File: config.mk
export PLATFORM = sky130hd
export DESIGN_NAME = if_id_buffer
export DESIGN_NICKNAME = d
export VERILOG_FILES = /design/src/rtl/if_id_buffer.sv
export SDC_FILE = /design/constraint.sdc
export NUM_CORES = 1
export LEC_CHECK = 0
export ABC_AREA = 1
export BUFFER_PORTS_ARGS = -buffer_cell sky130_fd_sc_hd__buf_4
export CAP_MARGIN = 20
export CELL_PAD_IN_SITES_DETAIL_PLACEMENT = 0
export CELL_PAD_IN_SITES_GLOBAL_PLACEMENT = 1
export CORE_UTILIZATION = 27
export DETAILED_ROUTE_END_ITERATION = 10
export PLACE_DENSITY_LB_ADDON = 0.1
export SETUP_SLACK_MARGIN = 0.5
export SYNTH_ARGS = -nofsm -noshare
export SYNTH_HDL_FRONTEND = slang
export SYNTH_SLANG_ARGS = --single-unit
File: constraint.sdc
create_clock -name clk -period 4.4 [get_ports clk]
set_clock_uncertainty 0.15 [all_clocks]
set_input_delay 0.66 -clock clk [delete_from_list [all_inputs] [get_ports clk]]
set_output_delay 0.66 -clock clk [all_outputs]
set_load 0.005 [all_outputs]
File: src/rtl/if_id_buffer.sv
// ----------------------------------------------------------------------------
// if_id_buffer
//   IF/ID pipeline buffer. Pairs the synchronous instruction-memory read data
//   with the registered PC+1 from fetch and presents them to decode through a
//   2-entry skid buffer (head = entry 0, tail = entry 1). FIFO order is always
//   preserved. A synchronous flush empties the buffer and counts the entries
//   it discards in a saturating statistics counter.
//
// Ports
//   clk, rst_n      clock (rising edge), asynchronous active-low reset
//   in_valid        fetch beat present (im_dataout + pc_plus_one valid)
//   in_ready        buffer can accept a beat (registered, != FULL)
//   im_dataout      instruction word from instruction memory
//   pc_plus_one     PC+1 aligned with im_dataout
//   flush           discard all buffered and incoming beats
//   id_valid        head entry valid toward decode (registered)
//   id_ready        decode consumes head this cycle
//   id_instr        head instruction (NOP_INSTR while !id_valid)
//   id_pc_plus_one  head PC+1 (0 while !id_valid)
//   drop_cnt        saturating count of entries discarded by flush
// ----------------------------------------------------------------------------
module if_id_buffer #(
    parameter int unsigned        DATA_W    = 32,
    parameter int unsigned        PC_W      = 32,
    parameter logic [DATA_W-1:0]  NOP_INSTR = '0,
    parameter int unsigned        CNT_W     = 8
) (
    input  logic              clk,
    input  logic              rst_n,
    input  logic              in_valid,
    output logic              in_ready,
    input  logic [DATA_W-1:0] im_dataout,
    input  logic [PC_W-1:0]   pc_plus_one,
    input  logic              flush,
    output logic              id_valid,
    input  logic              id_ready,
    output logic [DATA_W-1:0] id_instr,
    output logic [PC_W-1:0]   id_pc_plus_one,
    output logic [CNT_W-1:0]  drop_cnt
);

    typedef enum logic [1:0] {
        S_EMPTY = 2'd0,
        S_ONE   = 2'd1,
        S_FULL  = 2'd2
    } state_t;

    state_t              state_q;
    logic                in_ready_q;
    logic                id_valid_q;
    logic [DATA_W-1:0]   head_instr_q;
    logic [PC_W-1:0]     head_pc_q;
    logic [DATA_W-1:0]   tail_instr_q;
    logic [PC_W-1:0]     tail_pc_q;
    logic [CNT_W-1:0]    drop_cnt_q;
    logic [CNT_W-1:0]    drop_cnt_d;

    logic                accept;
    logic                take;
    logic [1:0]          stored;
    logic [CNT_W:0]      drop_sum;

    assign accept = in_valid & in_ready_q;
    assign take   = id_valid_q & id_ready;

    // Number of entries currently held; this is what a flush discards.
    always_comb begin
        stored = 2'd0;
        case (state_q)
            S_ONE:   stored = 2'd1;
            S_FULL:  stored = 2'd2;
            default: stored = 2'd0;
        endcase
    end

    // Add in CNT_W+1 bits; a set carry bit means the true count exceeds
    // the maximum, so clamp rather than wrap.
    always_comb begin
        drop_sum   = {1'b0, drop_cnt_q} + {{(CNT_W-1){1'b0}}, stored};
        drop_cnt_d = drop_cnt_q;
        if (flush) begin
            drop_cnt_d = drop_sum[CNT_W] ? '1 : drop_sum[CNT_W-1:0];
        end
    end

    // Head registers are reloaded with NOP/0 whenever the buffer empties so
    // the outputs stay direct register values with no muxing on id_valid.
    always_ff @(posedge clk or negedge rst_n) begin
        if (!rst_n) begin
            state_q      <= S_EMPTY;
            in_ready_q   <= 1'b1;
            id_valid_q   <= 1'b0;
            head_instr_q <= NOP_INSTR;
            head_pc_q    <= '0;
            tail_instr_q <= NOP_INSTR;
            tail_pc_q    <= '0;
            drop_cnt_q   <= '0;
        end else begin
            drop_cnt_q <= drop_cnt_d;
            if (flush) begin
                state_q      <= S_EMPTY;
                in_ready_q   <= 1'b1;
                id_valid_q   <= 1'b0;
                head_instr_q <= NOP_INSTR;
                head_pc_q    <= '0;
            end else begin
                case (state_q)
                    S_EMPTY: begin
                        if (accept) begin
                            state_q      <= S_ONE;
                            id_valid_q   <= 1'b1;
                            head_instr_q <= im_dataout;
                            head_pc_q    <= pc_plus_one;
                        end
                    end
                    S_ONE: begin
                        if (accept && !take) begin
                            state_q      <= S_FULL;
                            in_ready_q   <= 1'b0;
                            tail_instr_q <= im_dataout;
                            tail_pc_q    <= pc_plus_one;
                        end else if (take && !accept) begin
                            state_q      <= S_EMPTY;
                            id_valid_q   <= 1'b0;
                            head_instr_q <= NOP_INSTR;
                            head_pc_q    <= '0;
                        end else if (accept && take) begin
                            head_instr_q <= im_dataout;
                            head_pc_q    <= pc_plus_one;
                        end
                    end
                    S_FULL: begin
                        if (take) begin
                            state_q      <= S_ONE;
                            in_ready_q   <= 1'b1;
                            head_instr_q <= tail_instr_q;
                            head_pc_q    <= tail_pc_q;
                        end
                    end
                    default: begin
                        state_q      <= S_EMPTY;
                        in_ready_q   <= 1'b1;
                        id_valid_q   <= 1'b0;
                        head_instr_q <= NOP_INSTR;
                        head_pc_q    <= '0;
                    end
                endcase
            end
        end
    end

    assign in_ready       = in_ready_q;
    assign id_valid       = id_valid_q;
    assign id_instr       = head_instr_q;
    assign id_pc_plus_one = head_pc_q;
    assign drop_cnt       = drop_cnt_q;

endmodule
==> results of run 1 <==
==> per-layer routing <==
metal | up-vias | global-route usage [%] | wire length (um)
li1 | 2680 | - | -
met1 | 2413 | 20.4 | 8320
met2 | 117 | 24.2 | 7850
met3 | 16 | 3.81 | 850
met4 | 0 | 5.19 | 240
met5 | - | 0 | 0
==> per-stage QoR <==
stage	cell area, um^2	hold WS [ps]	setup WS [ps]
6_report	8220	162	1910
5_1_grt	8220	242	1660
4_1_cts	8200	205	1850
3_5_place_dp	7550	316	1590
3_3_place_gp	7550	316	1620
2_1_floorplan	6290	214	2570
==> power by group <==
group | internal [mW] | leakage (nW) | switching [mW] | total (mW)
Sequential | 1.84 | 1.78 | 0.340 | 2.18
Combinational | 0.704 | 2.29 | 0.857 | 1.56
Clock | 1.03 | 0.312 | 0.566 | 1.60
Total | 3.58 | 4.39 | 1.76 | 5.34
==> flip-flops by register name, summed over array words and instances, names as in the netlist <==
signal	cells
tail_instr_q	32
id_pc_plus_one	32
id_instr	32
id_valid	1
in_ready	1
tail_pc_q	32
drop_cnt	8
state_q	2
==> logic make-up (layout without fill, tap and decap cells) <==
family	after synthesis	after routing
other cells	0	2
compound gates	139	139
simple gates	377	377
buf+inv	121	264
xor+xnor	1	1
flops	140	140
fa+ha+maj	2	2
==> worst paths after layout <==
check                                         from                             to  slack (ps)  cells after the start
min in group clk           id_instr[9]$_DFFE_PN0P_        id_instr[9]$_DFFE_PN0P_         330                      2
hold reg to reg            id_instr[9]$_DFFE_PN0P_        id_instr[9]$_DFFE_PN0P_         330                      2
max in group asynchronous                    rst_n    tail_instr_q[5]$_DFFE_PN0P_        3120                      2
setup / recovery            state_q[1]$_DFFE_PN0P_       id_instr[10]$_DFFE_PN0P_        1910                     10
hold / removal                               rst_n  id_pc_plus_one[8]$_DFFE_PN0P_         160                      1
setup reg to reg            state_q[1]$_DFFE_PN0P_       id_instr[10]$_DFFE_PN0P_        1910                     10
==> cells in the mapped netlist <==
master    instances  share of area [%]
or2_2             2               0.20
nor2_1            5               0.30
nand3_2           3               0.48
nand4_1           4               0.40
o21ai_2           1               0.14
clkbuf_2          6               0.48
clkbuf_1          6               0.36
dfrtp_1         139                 55
a21oi_1           3               0.24
nor2_4            2               0.36
o22ai_1           1               0.10
o21ai_0         129                 10
clkbuf_4          1               0.12
dfstp_2           1               0.42
nor2_2            1               0.10
nand2_4           1               0.18
inv_1            78                4.7
o21bai_1          1               0.12
ha_1              2               0.40
nand2_1         350                 21
inv_2             3               0.18
a21o_1            1               0.12
buf_6             7                1.3
buf_2            14                1.1
o21ai_1           3               0.24
buf_4             6               0.72
nand3_1           9               0.72
xor2_1            1               0.14
==> worst max-delay path, stage by stage (launching register included) <==
cell and delay (ps):
dfrtp_1 430, inv_2 150, nand2_4 70, nor2_4 180
nand2_1 90, nand3_2 60, buf_4 630, nor2_4 30
buf_4 330, nand2_1 150, nand2_1 50
==> final cells by class <==
class                   instances  share of cell area [%]
diodes                          2                  0.0609
clock buffers                  20                    5.55
clock inverters                12                    2.34
inverters                      81                    3.70
multi-input cells             519                    27.2
flip-flops and latches        140                    42.6
well taps                     285                    4.34
repair buffers                151                    14.1
==> flow_summary.ini, run 1 <==
[power]
power.density_nw_per_um2 = 650
p_leak_nw = 4.39
power.total_mw = 5.34
peakVddDrop_mv = 0.388

[finish]
area_growth_pct = 30.8
sequential_cell_area_um2 = 3500
nets = 981
utilization_pct = 36.2
most-common-layout-cells = nand2_1, buf_4, dfrtp_1, o21ai_0, inv_1
finalNonFillerCells = 1210
multi_input_area_um2 = 2240
drive_gt1_share_pct = 21.2
final_common_cell = nand2_1
fillCellCount = 2440

[cts]
cts.path.max_buffers = 2
cts_num_sinks = 140
htreeDepth = 4
post_cts_buffers = 0
cts_resized = 0
cts_tree = done
clock_latency_ps = 420
cts-root-buf = clkbuf_16
cts_buffers = 17
cts_hold_buffers = 0
clk_pin_slew_ps = 60

[worst_setup_path]
crit_fanout = 65
worstSetupPathType = flop to flop
cp.required_ps = 4550
startpoint_type = flop
arrival_ps = 2650
worstSetupEndpointType = flop

[synthesis]
yosys_warnings = 0
synth_top_family_by_area = simple AND/OR/NAND/NOR gates
synth_cell_type_count = 28
synth_area_per_cell_um2 = 8.06
yosys.area_share.simple_pct = 23.6
post_synth_xor_area_fraction_pct = 0.139
ys_seq_elements = 140
synth_fa_ha_area_share_pct = 0.398
synth_compound_area_share_pct = 11.2
syn_inst = 780
synth_mux_area_share_pct = 0
yosysSeqAreaShare_pct = 55.7
synth_fp_nets = 851
synthesis.area_um2 = 6290

[route]
drc = 0
first_pass_iters = 5
num_vias = 5226
drt.antenna.violating_nets = 0
wirelength_um = 17300
avgViaCountPerCell = 4.32
wire_per_inst_um = 14.3
dr.first_iter.drc_count = 234

[global_routing]
grt_max_degree = 86
grt_pass1_vias = 5267
grt_pass1_wl_um = 28300
gr-total-overflow = 0
grt_usage_pct = 15.3
grt_antenna_before_repair = 1

[sta]
fmax_mhz = 401
hold_viol = 0
fin_crit_sh_pct = 56.7
tns_ps = 0
fin_crit_ps = 2490
setup_viol = 0
slew_violations = 0
rsz0062_at_grt = no
worst_pin_slew_ps = 847
max-slew-margin-rel_pct = 43.5

[placement]
port_buffers = 142
placed_cells_incl_taps = 1175
dpl.hpwl_um = 10500
gp_congestion = 0.693

[floorplanning]
initial_utilization_pct = 27.7
row_count = 55
die_w_um = 155
fp.dieArea_um2 = 23900
die_y_um = 155
io_pins = 143
coreArea_um2 = 22700

[job]
cap_violations = 0

[run_status]
status = finished, final reports clean

[min_path]
hold_path_class = input port to asynchronous set/reset pin
No activity file was read; power rests on OpenSTA's default activity.
==> run 2: changes to the inputs <==
clock period = 2 ns   (was 4.4 ns; I/O delays follow)
==> run 2 against run 1 <==
Against the previous run:
- the flow now finishes with violations (hold timing)
- first-iteration DRC count grew 0.43%
- final area grew 24%
- global-route usage grew 0.48 points
- non-clock buffer count grew 82
- combinational power grew to 3.7 times the previous value
- wire length grew 29%
- fmax grew 41%
- clock power grew 110%
- sequential share of layout area shrank 8.3 points
- largest cell class unchanged
- largest power group is now combinational cells
==> flow_summary.ini, run 2 (synthesis results as in run 1) <==
[floorplanning]
initial_utilization_pct = 27.7
coreArea_um2 = 22700
row_count = 55
die_w_um = 155
fp.dieArea_um2 = 23900
die_y_um = 155
io_pins = 143

[route]
first_pass_iters = 4
drt.antenna.violating_nets = 0
wire_per_inst_um = 17.3
num_vias = 5906
wirelength_um = 22300
avgViaCountPerCell = 4.58
drc = 0
dr.first_iter.drc_count = 235

[placement]
port_buffers = 142
dp_slack_ps = 238
gp_congestion = 0.758
placed_cells_incl_taps = 1181
dpl.hpwl_um = 11000

[power]
p_leak_nw = 5.27
peakVddDrop_mv = 0.560
clock_power_share_pct = 24.0
comb_power_share_pct = 41.1
p_seq_share_pct = 34.9
p_int_mw = 9.14
p_sw_share_pct = 35.2
power.density_nw_per_um2 = 1380
p_sw_mw = 4.97

[global_routing]
gr-total-overflow = 0
grt_pass1_vias = 5571
grt_pass1_wl_um = 29400
grt_max_degree = 86
grt_usage_pct = 15.8
grt_antenna_before_repair = 0

[sta]
fin_crit_ps = 1770
rsz0062_at_grt = yes
fmax_mhz = 566
fin_crit_sh_pct = 88.3
slew_violations = 0
setup_viol = 0
worst_hold_slack_ps = -2.69
tns_ps = 0
fin_ws_ps = 233
max-slew-margin-rel_pct = 67.5
hold_viol = 1
worst_pin_slew_ps = 487

[worst_setup_path]
startpoint_type = flop
crit_chain = inv_2 -> nand2_4 -> nor2_4 -> buf_6 -> nand3_4 -> buf_12 -> buf_12 -> clkbuf_16 -> nand2_1 -> o21ai_0
crit_fanout = 9
worstSetupEndpointType = flop
slowest_stage = dfrtp_1
critPathMaxStageDelay_ps = 420
worstSetupPathType = flop to flop
arrival_ps = 1920
cp.required_ps = 2150
cp_common_cell = buf_12

[cts]
htreeDepth = 4
clk_pin_slew_ps = 70
clock_latency_ps = 420
cts_buffers = 17
cts_tree = done
cts_num_sinks = 140
cts-root-buf = clkbuf_16
cts.path.max_buffers = 2

[finish]
antenna_cells = 0
finalNonFillerCells = 1289
area_growth_pct = 62.5
most-common-layout-cells = nand2_1, buf_4, dfrtp_1, inv_1, o21ai_1
final_common_cell = nand2_1
nets = 1063
drive_gt1_share_pct = 38.9
fillCellCount = 2230

[run_status]
violations = hold timing
status = finished with violations

[job]
cap_violations = 0

[min_path]
hold_path_class = input port to flop
## run 2: cell type report
cell class                 count  area, um^2  share of cell area [%]
clock buffer                  17         425                    4.16
tap                          285         357                    3.49
inverter                      81         309                    3.02
multi-input combinational    519        2870                    28.1
sequential                   140        3510                    34.3
timing repair buffer         233        2560                    25.0
clock inverter                14         195                    1.91
## run 2: power groups by stage
stage          combinational [mW]  sequential, mW  clock [mW]
2_1_floorplan                2.00            4.73           0
3_3_place_gp                 3.73            4.77           0
3_5_place_dp                 3.75            4.81           0
4_1_cts                      4.27            4.79        3.45
5_1_grt                      6.33            5.08        3.59
6_report                     5.80            4.93        3.38
## run 2: per-stage QoR
step | utilization (%) | hold WS (ps) | total power [mW] | area [um^2]
after floorplan | - | -146 | 6.73 | 6340
after global placement | 34.1 | 119 | 8.49 | 7750
after detailed placement | 34.1 | 120 | 8.55 | 7750
after CTS | 39.3 | 1.43 | 12.5 | 8920
after global routing | 45.0 | -2.25 | 15.0 | 10200
final | 45.0 | -2.69 | 14.1 | 10200
## run 2: path summary, 6_finish.rpt
check | from | end | slack (ps) | cells past startpoint
worst max-delay path | state_q[1]$_DFFE_PN0P_ | tail_instr_q[11]$_DFFE_PN0P_ | 230 | 10
worst min-delay path | pc_plus_one[21] | tail_pc_q[21]$_DFFE_PN0P_ | -3 | 3
worst max register to register | state_q[1]$_DFFE_PN0P_ | tail_instr_q[11]$_DFFE_PN0P_ | 230 | 10
worst min register to register | id_pc_plus_one[12]$_DFFE_PN0P_ | id_pc_plus_one[12]$_DFFE_PN0P_ | 330 | 2
max in group asynchronous | rst_n | in_ready$_DFFE_PN1P_ | 840 | 3
min in group asynchronous | rst_n | id_pc_plus_one[14]$_DFFE_PN0P_ | 240 | 2
## run 2: critical path: cells and delay by family, from the launching register on
kind                   cells  cell delay (ps)
flip-flops                 1              420
AO/OA/AOI/OAI              1               70
AND/OR/NAND/NOR            4              320
buffers and inverters      5              710
## run 2: what timing repair did
action,4_1_cts,5_1_grt
gates resized for setup,41,241
hold endpoints to repair,45,2
hold buffers,9,2
pin swaps,12,31
cloned,5,29
setup buffers,19,13
endpoints found under the setup margin,137,141
## run 2: per-layer routing
metal	wire [um]	global-route usage, %
met1	10400	20.4
met2	10800	26.1
met3	818	4.03
met4	250	4.53
met5	0	0
